**config.mk**
```make
export PLATFORM = sky130hd
export DESIGN_NAME = rho_rotate_engine
export DESIGN_NICKNAME = d
export VERILOG_FILES = /design/src/rtl/rho_rotate_engine.sv
export SDC_FILE = /design/constraint.sdc
export NUM_CORES = 2
export LEC_CHECK = 0
export CAP_MARGIN = 20
export CORE_MARGIN = 2
export CORE_UTILIZATION = 57
export DETAILED_ROUTE_END_ITERATION = 12
export PLACE_DENSITY = 0.79
export RECOVER_POWER = 50
export SETUP_SLACK_MARGIN = 0.15
export SLEW_MARGIN = 40
export SYNTH_ARGS = -nofsm -noshare
export SYNTH_HDL_FRONTEND = slang
export SYNTH_SLANG_ARGS = --single-unit
```
**constraint.sdc**
```tcl
create_clock -name clk -period 6.2 [get_ports clk]
set_input_delay 1.24 -clock clk [delete_from_list [all_inputs] [get_ports clk]]
set_output_delay 1.24 -clock clk [all_outputs]
set_load 0.02 [all_outputs]
```
**src/rtl/rho_rotate_engine.sv**
```systemverilog
// rho_rotate_engine
//   Buffers one state delivered as DEPTH slices of 25 lane bits, then streams
//   the lane-rotated state back out slice by slice (Keccak-style rho step).
//   Forward mode rotates each lane left by its rho offset; inverse mode
//   rotates right. Offsets are reduced mod DEPTH by ADDR_W-bit truncation.
//
// Ports
//   clk, rst              rising-edge clock, synchronous active-high reset
//   start, inverse        begin a new state (IDLE only), mode captured at start
//   in_valid/in_ready     input slice handshake, in_slice = slice z (bit i = lane x+5y)
//   out_valid/out_ready   output slice handshake, out_slice at index out_addr
//   busy                  high while loading or emitting
//   done                  one-cycle pulse after the last output handshake
module rho_rotate_engine #(
   parameter int unsigned DEPTH  = 64,
   parameter int unsigned ADDR_W = 6,
   parameter int unsigned LANES  = 25
) (
   input  logic              clk,
   input  logic              rst,
   input  logic              start,
   input  logic              inverse,
   input  logic              in_valid,
   output logic              in_ready,
   input  logic [LANES-1:0]  in_slice,
   output logic              out_valid,
   input  logic              out_ready,
   output logic [LANES-1:0]  out_slice,
   output logic [ADDR_W-1:0] out_addr,
   output logic              busy,
   output logic              done
);

   localparam int unsigned ROT [25] = '{ 0,  1, 62, 28, 27,
                                        36, 44,  6, 55, 20,
                                         3, 10, 43, 25, 39,
                                        41, 45, 15, 21,  8,
                                        18,  2, 61, 56, 14};

   typedef enum logic [1:0] {IDLE, LOAD, EMIT, DONE} state_e;

   state_e            state_q;
   logic [ADDR_W-1:0] cnt_q;
   logic              m_q;
   logic              in_ready_q;
   logic              out_valid_q;
   logic              busy_q;
   logic              done_q;
   logic [LANES-1:0]  buf_q [DEPTH];
   logic [LANES-1:0]  out_slice_d;
   logic [ADDR_W-1:0] src_d;
   logic              cnt_last;

   assign cnt_last = (cnt_q == ADDR_W'(DEPTH - 1));

   // Control FSM; handshake/status outputs are registered alongside the state.
   always_ff @(posedge clk) begin
      if (rst) begin
         state_q     <= IDLE;
         cnt_q       <= '0;
         m_q         <= 1'b0;
         in_ready_q  <= 1'b0;
         out_valid_q <= 1'b0;
         busy_q      <= 1'b0;
         done_q      <= 1'b0;
      end else begin
         case (state_q)
            IDLE: begin
               if (start) begin
                  m_q        <= inverse;
                  cnt_q      <= '0;
                  state_q    <= LOAD;
                  in_ready_q <= 1'b1;
                  busy_q     <= 1'b1;
               end
            end
            LOAD: begin
               if (in_valid) begin
                  // Counter wraps to 0 on the last slice by truncation.
                  cnt_q <= cnt_q + 1'b1;
                  if (cnt_last) begin
                     state_q     <= EMIT;
                     in_ready_q  <= 1'b0;
                     out_valid_q <= 1'b1;
                  end
               end
            end
            EMIT: begin
               if (out_ready) begin
                  cnt_q <= cnt_q + 1'b1;
                  if (cnt_last) begin
                     state_q     <= DONE;
                     out_valid_q <= 1'b0;
                     busy_q      <= 1'b0;
                     done_q      <= 1'b1;
                  end
               end
            end
            DONE: begin
               done_q  <= 1'b0;
               state_q <= IDLE;
            end
            default: state_q <= IDLE;
         endcase
      end
   end

   // Slice storage is deliberately not reset; a new start always refills it.
   always_ff @(posedge clk) begin
      if (!rst && in_ready_q && in_valid) begin
         buf_q[cnt_q] <= in_slice;
      end
   end

   // Gather: output lane i at slice z reads stored slice z -/+ r[i] mod DEPTH.
   always_comb begin
      out_slice_d = '0;
      src_d       = '0;
      for (int unsigned i = 0; i < LANES; i++) begin
         src_d          = m_q ? (cnt_q + ADDR_W'(ROT[i])) : (cnt_q - ADDR_W'(ROT[i]));
         out_slice_d[i] = buf_q[src_d][i];
      end
      if (!out_valid_q) begin
         out_slice_d = '0;
      end
   end

   assign in_ready  = in_ready_q;
   assign out_valid = out_valid_q;
   assign out_slice = out_slice_d;
   assign out_addr  = cnt_q;
   assign busy      = busy_q;
   assign done      = done_q;

endmodule
```
After elaboration in Yosys (flattened, before gate mapping)
Memories as Yosys holds them, arrays and structs flattened. A register that Yosys moved wholly into a read port is not among the register bits.
Index checks and enable logic that the tools add are counted.

storage, ports and cells
  flip-flop bits (word level) = 13
  latch bits = 0
  RAM bits = 1,600
  bits in read-only memories = 0
  input bits = 31
  output and inout port bits = 35
  memories kept = 1

memories
  memory  words  width  read ports  clocked after memory_dff  wr ports  line  RTL
  buf_q   64     25     25          1                         1         49    logic [LANES-1:0] buf_q [DEPTH];

operators by class
  add/subtract/negate cells = 48
  multipliers = 0
  divide/modulo/power cells = 0
  $lt $le $gt $ge = 0
  equal/unequal tests = 9
  shifts and indexed selects = 0
  multiplexer cells = 50
  bitwise logic cells = 0
  reductions and logical operators = 16

operators with widths
  operator             count
  $mux 6               29
  $add 6x6->6 const B  10
  $sub 6x6->6 const B  10
  $add 6x5->6 const B  6
  $sub 6x5->6 const B  6
  $mux 25              1
  $add 6x4->6 const B  4
  $sub 6x4->6 const B  4
  $pmux 6 s3           1
  $add 6x2->6 const B  2
  $reduce_and 4->1     3
  $sub 6x2->6 const B  2
  $mux 2               5
  $ne 2x2->1 const B   5
  $reduce_and 5->1     2
  $mux 1               9
  $pmux 1 s2           4
  $pmux 2 s4           1
  $reduce_bool 2->1    4
  $add 6x1->6 const B  1
  $add 6x3->6 const B  1
  $eq 6x6->1 const B   1
  $sub 6x1->6 const B  1
  $sub 6x3->6 const B  1
  other kinds (8)      10

Longest topological paths before layout
  depth in word-level cells = 5
  gate-level depth with buffers = 15
  depth with buffers taken out = 10

Worst setup path after synthesis
OpenSTA, ideal clock, no wires.

  path kind = register to output
  start = reg cnt_q[1], in the netlist out_addr[1]
  end = out out_slice[12]
  arrival = 3,970 ps
  required time = 4,960 ps
  path slack = 990 ps
  cell stages (with the launch flop) = 15
  buffers on the path = 7
  cells stage by stage = dfxtp_1 buf_2 inv_1 clkbuf_1 fa_1 buf_2 buf_2 buf_2 buf_2 clkbuf_1 mux4_2 mux2i_1 nand2_1 o211ai_1 a311oi_1

between the ends
  word-level cells in the longest chain between the ends = 4
  elaborated cells on any way between the ends = 5

RTL lines
  element                                            line  RTL
  start, declared                                    43    logic [ADDR_W-1:0] cnt_q;
  start signal, assigned                             80    cnt_q <= cnt_q + 1'b1;
  start signal, assigned                             90    cnt_q <= cnt_q + 1'b1;
  $sub 6x6->6 / $add 6x6->6 (equally long branches)  120   src_d = m_q ? (cnt_q + ADDR_W'(ROT[i])) : (cnt_q - ADDR_W'(ROT[i]));
  $mux 6 *                                           120
  $mem_v2 64x25 *                                    n/a
  $mux 25 *                                          123   if (!out_valid_q) begin
  end, declared                                      28    output logic [LANES-1:0] out_slice,

Every way passes the cells marked *; elsewhere a longest branch is shown, timed or not.

Worst setup path after layout
  start = reg cnt_q[1], in the netlist out_addr[1]
  end = out out_slice[9]

between the ends
  word-level cells in the longest chain between the ends = 4
  elaborated cells on any way between the ends = 5

RTL lines
  element                                            line
  $sub 6x5->6 / $add 6x5->6 (equally long branches)  120
  $mux 6 *                                           120
  $mem_v2 64x25 *                                    n/a
  $mux 25 *                                          123

Marked as above.

==> flow_summary.toml <==
[setup_path]
cpPeakStageDelay_ns = 0.70
critPathCaptureType = "output pin"
crit_path_cell_trace = "buf_6 > and2_0 > clkbuf_1 > nand2_1 > o21ai_0 > o21ai_0 > a22oi_1 > a21oi_1 > a211oi_2 > clkdlybuf4s50_1"
crit_required_ns = 4.96
cp-start-kind = "flip-flop"
cp_slowest_cell = "clkdlybuf4s50_1"
cp_max_fo = 50
cpMostUsedCell = "o21ai_0"
arrival_ns = 4.93
worstSetupPathType = "reg2out"

[timing]
setup_viol = 0
fin_crit_ns = 6.17
layout_setup_ws_ns = 0.0273
setup-tns-final_ns = 0
slew_headroom_pct = -88.0
fmax_mhz = 162
fin_skew_ns = 0.0267
final_max_slew_viol_count = 1625
rsz0062_at_grt = "yes"
finalCritPeriodShare_pct = 99.6
tightest_slew_ns = 2.82
hold_viol_final = 0

[synth]
synthFlopType = "edfxtp_1"
synth_top_family_by_area = "multiplexers"
synth-simple-area-share_pct = 1.94
synth.area.top_cells = "edfxtp_1, mux4_2, mux2i_1, mux2_2, nor2_1"
synthXorXnorAreaFrac_pct = 0.714
netlist_instances = 2981
ys_seq_area_share_pct = 76.1
syn_avg_cell_area_um2 = 21.4
synth_top_area_share_pct = 75.5
synth_cell_types = 67
syn_nets = 3037
synth-compound-area-share_pct = 3.63
syn_area_mm2 = 0.0636
ys.warnings.count = 0
synth_top_cell_by_area = "edfxtp_1"
ys_top_cells_by_count = "edfxtp_1, mux4_2, nor2_1, a21oi_1, clkbuf_1"
yosys-mux-area-fraction_pct = 15.7
synth-async-reset-ratio_pct = 0
synth_edf_count = 1600
synth_seq_cells = 1619
yosysMostFrequentCell = "edfxtp_1"
synth-adder-area-share_pct = 0.586

[place]
gp_congestion = 0.908
port_buffers = 65
pre_cts_ws_ns = 0.613
dp_hpwl_um = 104000
placed_cells = 4534

[clock_network]
clk_latency_ns = 0.77
cts_sinks = 1619
cts_hold_buf = 0
htree_levels = 4
path_clk_slew_ns = 0.07
cts_tree = "built"
clk_path_buf_depth = 3
cts_made_buffers = 156
root_buffer = "clkbuf_16"

[route]
first_pass_iters = 8
avgRoutedWirePerCell_um = 39.8
viasPerCell = 7.27
postRouteAntennaNets = 0
dr_total_vias = 35200
drt-initial-drc-count = 6793
routed_wirelength_um = 193000
drcViolationCount = 0

[final_layout]
fin_cells = 4842
layout-drive-gt1-share_pct = 28.5
num-nets-final = 3279
synthToLayoutAreaGrowth_pct = 14.4

[die]
core_mm2 = 0.111
core.rowCount = 122
start_util_pct = 57.5
ioPinCount = 66
die_w_um = 338
die_h_um = 338
dieArea_mm2 = 0.114

[power_and_ir_drop]
total_power_w = 0.0280
p_per_area_mw_per_mm2 = 384
max-vdd-ir-drop_mv = 0.313
leakagePower_nw = 22.7

[hold_path]
hp-class = "reg2reg"

[grt]
grtUsageMet2_pct = 51.3
use_met3_pct = 11.4
grt_max_degree = 125
grt_pass1_vias = 34800
grtUsageTotal_pct = 33.7
use_met1_pct = 43.4
grt.overflow.total = 0
antenna_found_initial = 7
grt_pass1_wl_um = 267000
grt_busiest_layer = "met2"

[outcome]
status = "finished, violations left"
violations = "max-capacitance violations, max-slew violations"

[job]
cap_violations = 25
layout make-up:
cell class                      count  area, um2
Clock buffer                      195       4200
Clock inverter                     89        783
Inverter                           19       78.8
Timing Repair Buffer              246       2420
Antenna cell                        5       12.5
Multi-Input combinational cell   1181      15000
Sequential cell                  1619      48400
Fill cell                        6588      37800
Tap cell                         1488       1860
routing by layer:
| metal | vias up | part of all wire (%) |
|---|---|---|
| li1 | 13000 | - |
| met1 | 17900 | 31 |
| met2 | 3569 | 46 |
| met3 | 759 | 16 |
| met4 | 6 | 6.3 |
| met5 | - | 0.023 |
layout by cell type (no fill, tap or decap), types with 13 or more instances in the layout:
cell,n
clkbuf_16,164
xnor2_1,30
clkbuf_1,58
buf_12,20
nor2b_1,26
buf_4,138
mux2_2,52
clkdlybuf4s50_1,24
clkinv_2,29
ha_1,16
o21ai_0,50
nand3_1,20
clkinv_1,32
dfxtp_1,14
a22oi_1,34
nand2_1,61
mux4_2,388
mux2i_1,59
and2_1,13
edfxtp_1,1600
a21oi_1,73
inv_1,16
a211oi_1,30
nor2_4,61
nor2_1,64
a221oi_1,38
power by group:
| group | leakage [nW] | switching, W | total (W) | internal (W) |
|---|---|---|---|---|
| registers | 14.5 | 0.0000744 | 0.0122 | 0.0121 |
| clock network | 2.44 | 0.00417 | 0.00938 | 0.00522 |
| logic | 5.68 | 0.00334 | 0.00641 | 0.00308 |
| total | 22.7 | 0.00758 | 0.0280 | 0.0204 |
logic make-up (layout without fill, tap and decap cells):
| family | after synthesis | after routing |
|---|---|---|
| compound gates | 328 | 328 |
| xor+xnor | 48 | 48 |
| fa+ha+maj | 25 | 25 |
| buf+inv | 181 | 549 |
| flops | 1619 | 1619 |
| mux | 502 | 502 |
| other cells | 0 | 5 |
| simple gates | 278 | 278 |
registers in the layout, summed over array words and instances (netlist names), named ones only:
name / flops
buf_q: 1600
busy: 1
done: 1
in_ready: 1
m_q: 1
out_addr: 6
out_valid: 1
state_q: 2
metrics by stage:
stage	hold slack, ns	utilization [%]	area, um2
floorplan	0.485	-	63600
global placement	0.471	60.7	67200
detailed placement	0.483	61.0	67500
CTS	0.494	65.7	72700
global route	0.531	65.8	72800
finish	0.491	65.8	72800
worst paths after layout:
check | start | endpoint | slack, ns | depth (start not counted)
min | busy | busy | 0.49 | 2
max | out_addr[1] | out_slice[9] | 0.03 | 10
min reg2reg | busy | busy | 0.49 | 2
max reg2reg | out_addr[1] | buf_q[15][2] | 1.15 | 6
worst max-delay path: cells and delay by family (launching register included):
kind | cells | cell delay, ns
buf+inv | 3 | 1.80
simple gates | 2 | 0.65
flops | 1 | 0.50
compound gates | 5 | 1.14
repair_timing:
action,CTS,global route
setup buffers,6,6
gates resized for setup,26,10
pin swaps,3,2
endpoints found under the setup margin,15,8
gates cloned,2,1
(Power assumes the default switching activity.)
==> patch: new RTL, same settings <==
The parameter `ADDR_W` goes from 6 to 7.
--- a/src/rtl/rho_rotate_engine.sv
+++ b/src/rtl/rho_rotate_engine.sv
@@ -15,3 +15,3 @@
    parameter int unsigned DEPTH  = 64,
-   parameter int unsigned ADDR_W = 6,
+   parameter int unsigned ADDR_W = 7,
    parameter int unsigned LANES  = 25
Ports: changed (resized out_addr); port bits go from 66 to 67. The function was not compared with the original's and may differ.
==> patch against the unedited design <==
  * The run still ends with capacitance limit, slew limit left
  * Synthesized area up 0.16%
  * Largest power group unchanged
  * Setup slack improved by 0.19 ns
  * Largest cell class unchanged
  * Power down 2.0%
  * Sequential cell count increased by 1
  * Cell area is essentially flat
  * Sequential share of layout area hardly changed
  * Wire length fell by 3.3%
  * Critical path type unchanged
  * Clock power rose by 1%
==> patch: results (changes against the unedited design) <==
stage;metric;value;unit;change
outcome;status;finished, violations left;;
outcome;failing checks;capacitance limit, slew limit;;
power_and_ir_drop;clock power share;0.348;;+0.012
setup_path;Max FO, Critical Path;17;;-66%
place;DP Cell Count;4547;;+0.29%
power_and_ir_drop;P_int;20.2;mW;-1.1%
hold_path;HP Start;state_q[1]$_SDFFE_PP0P_;;
global_route;Total Routing Usage GR;0.325;;-0.0121
sta;WHS;0.531;ns;+0.0403 ns
drt;per-cell routed wire length;38.5;microns;-3.4%
cells_and_area;share of layout cells above drive strength 1;0.278;;-0.00758
setup_path;CP arrival;4.74;ns;-0.19 ns
setup_path;RR Startpoint;out_addr[0]$_SDFFE_PP0N_;;
power_and_ir_drop;Clock Power;9.52;mW;+1%
power_and_ir_drop;Peak VDD IR;0.324;mV;+3.6%
flow_run;MaxCap Viol Count;25;;unchanged
setup_path;Worst Reg2Reg Path Length in Cells;8;;+2
place;placed cell areas;67600;sq um;+0.22%
drt;First-pass DRT Iterations;12;;+4
drt;met3 wire length;27.7;mm;-11%
synth;top area cells in the synthesized netlist;edfxtp_1 75%, mux4_2 14%, mux2i_1 1.3%, mux2_2 1.0%, nor2_1 0.85%;;
global_route;global-route met2 utilization;0.500;;-0.0130
cells_and_area;Final nets;3284;;+0.15%
sta;final setup margin;0.221;ns;+0.194 ns
drt;Iter 0 DRT Violations;6226;;-8.3%
sta;relative slew slack;-0.854;;+0.0259
setup_path;CP endpoint;out_slice[12];;
setup_path;Worst path max stage delay;0.68;ns;-0.02 ns
drt;final WL;186;mm;-3.3%
synth;Post-synth top cells;1600 x edfxtp_1, 385 x mux4_2, 144 x nor2_1;;
sta;Max Slew Vio Count;1625;;unchanged
power_and_ir_drop;Leak Pwr;22.7;nW;+0.13%
clocking;CTS buffer count;155;;-0.64%
power_and_ir_drop;sequential cell fraction of total power;0.443;;+0.008
global_route;met3 Use GR;0.0954;;-0.0188
synth;register area share after synthesis;0.760;;-0.000925
synth;Syn Nets;3056;;+0.63%
cells_and_area;Layout fillers;6710;;+1.9%
setup_path;CP startpoint;m_q$_SDFFE_PP0P_;;
-- patch: timing repair --
action,CTS,global route
cloned,0,1
setup buffers,3,4
gates resized for setup,1,5
pin swaps,2,1
endpoints found under the setup margin,7,9
-- patch: cells by family (layout without fill, tap and decap cells) --
| family | Yosys count | count (layout) | synth area share |
|---|---|---|---|
| adder cells (fa/ha/maj) | 25 | 25 | 0.00585 |
| buffers and inverters | 180 | 534 | 0.0134 |
| XOR/XNOR | 47 | 47 | 0.00658 |
| AO/OA/AOI/OAI | 314 | 314 | 0.0347 |
| multiplexers | 530 | 530 | 0.161 |
| flip-flops | 1620 | 1620 | 0.760 |
| AND/OR/NAND/NOR | 284 | 284 | 0.0189 |
| other | 0 | 2 | 0 |
-- patch: area by class of cell --
cell class	count	area, sq um	share of cell area
timing repair buffer	232	2320	0.0318
inverter	19	75.1	0.00103
antenna	2	5.00	0.0000687
clock buffer	188	4180	0.0574
sequential	1620	48500	0.665
tap	1488	1860	0.0256
multi-input combinational	1200	15100	0.207
clock inverter	95	857	0.0118
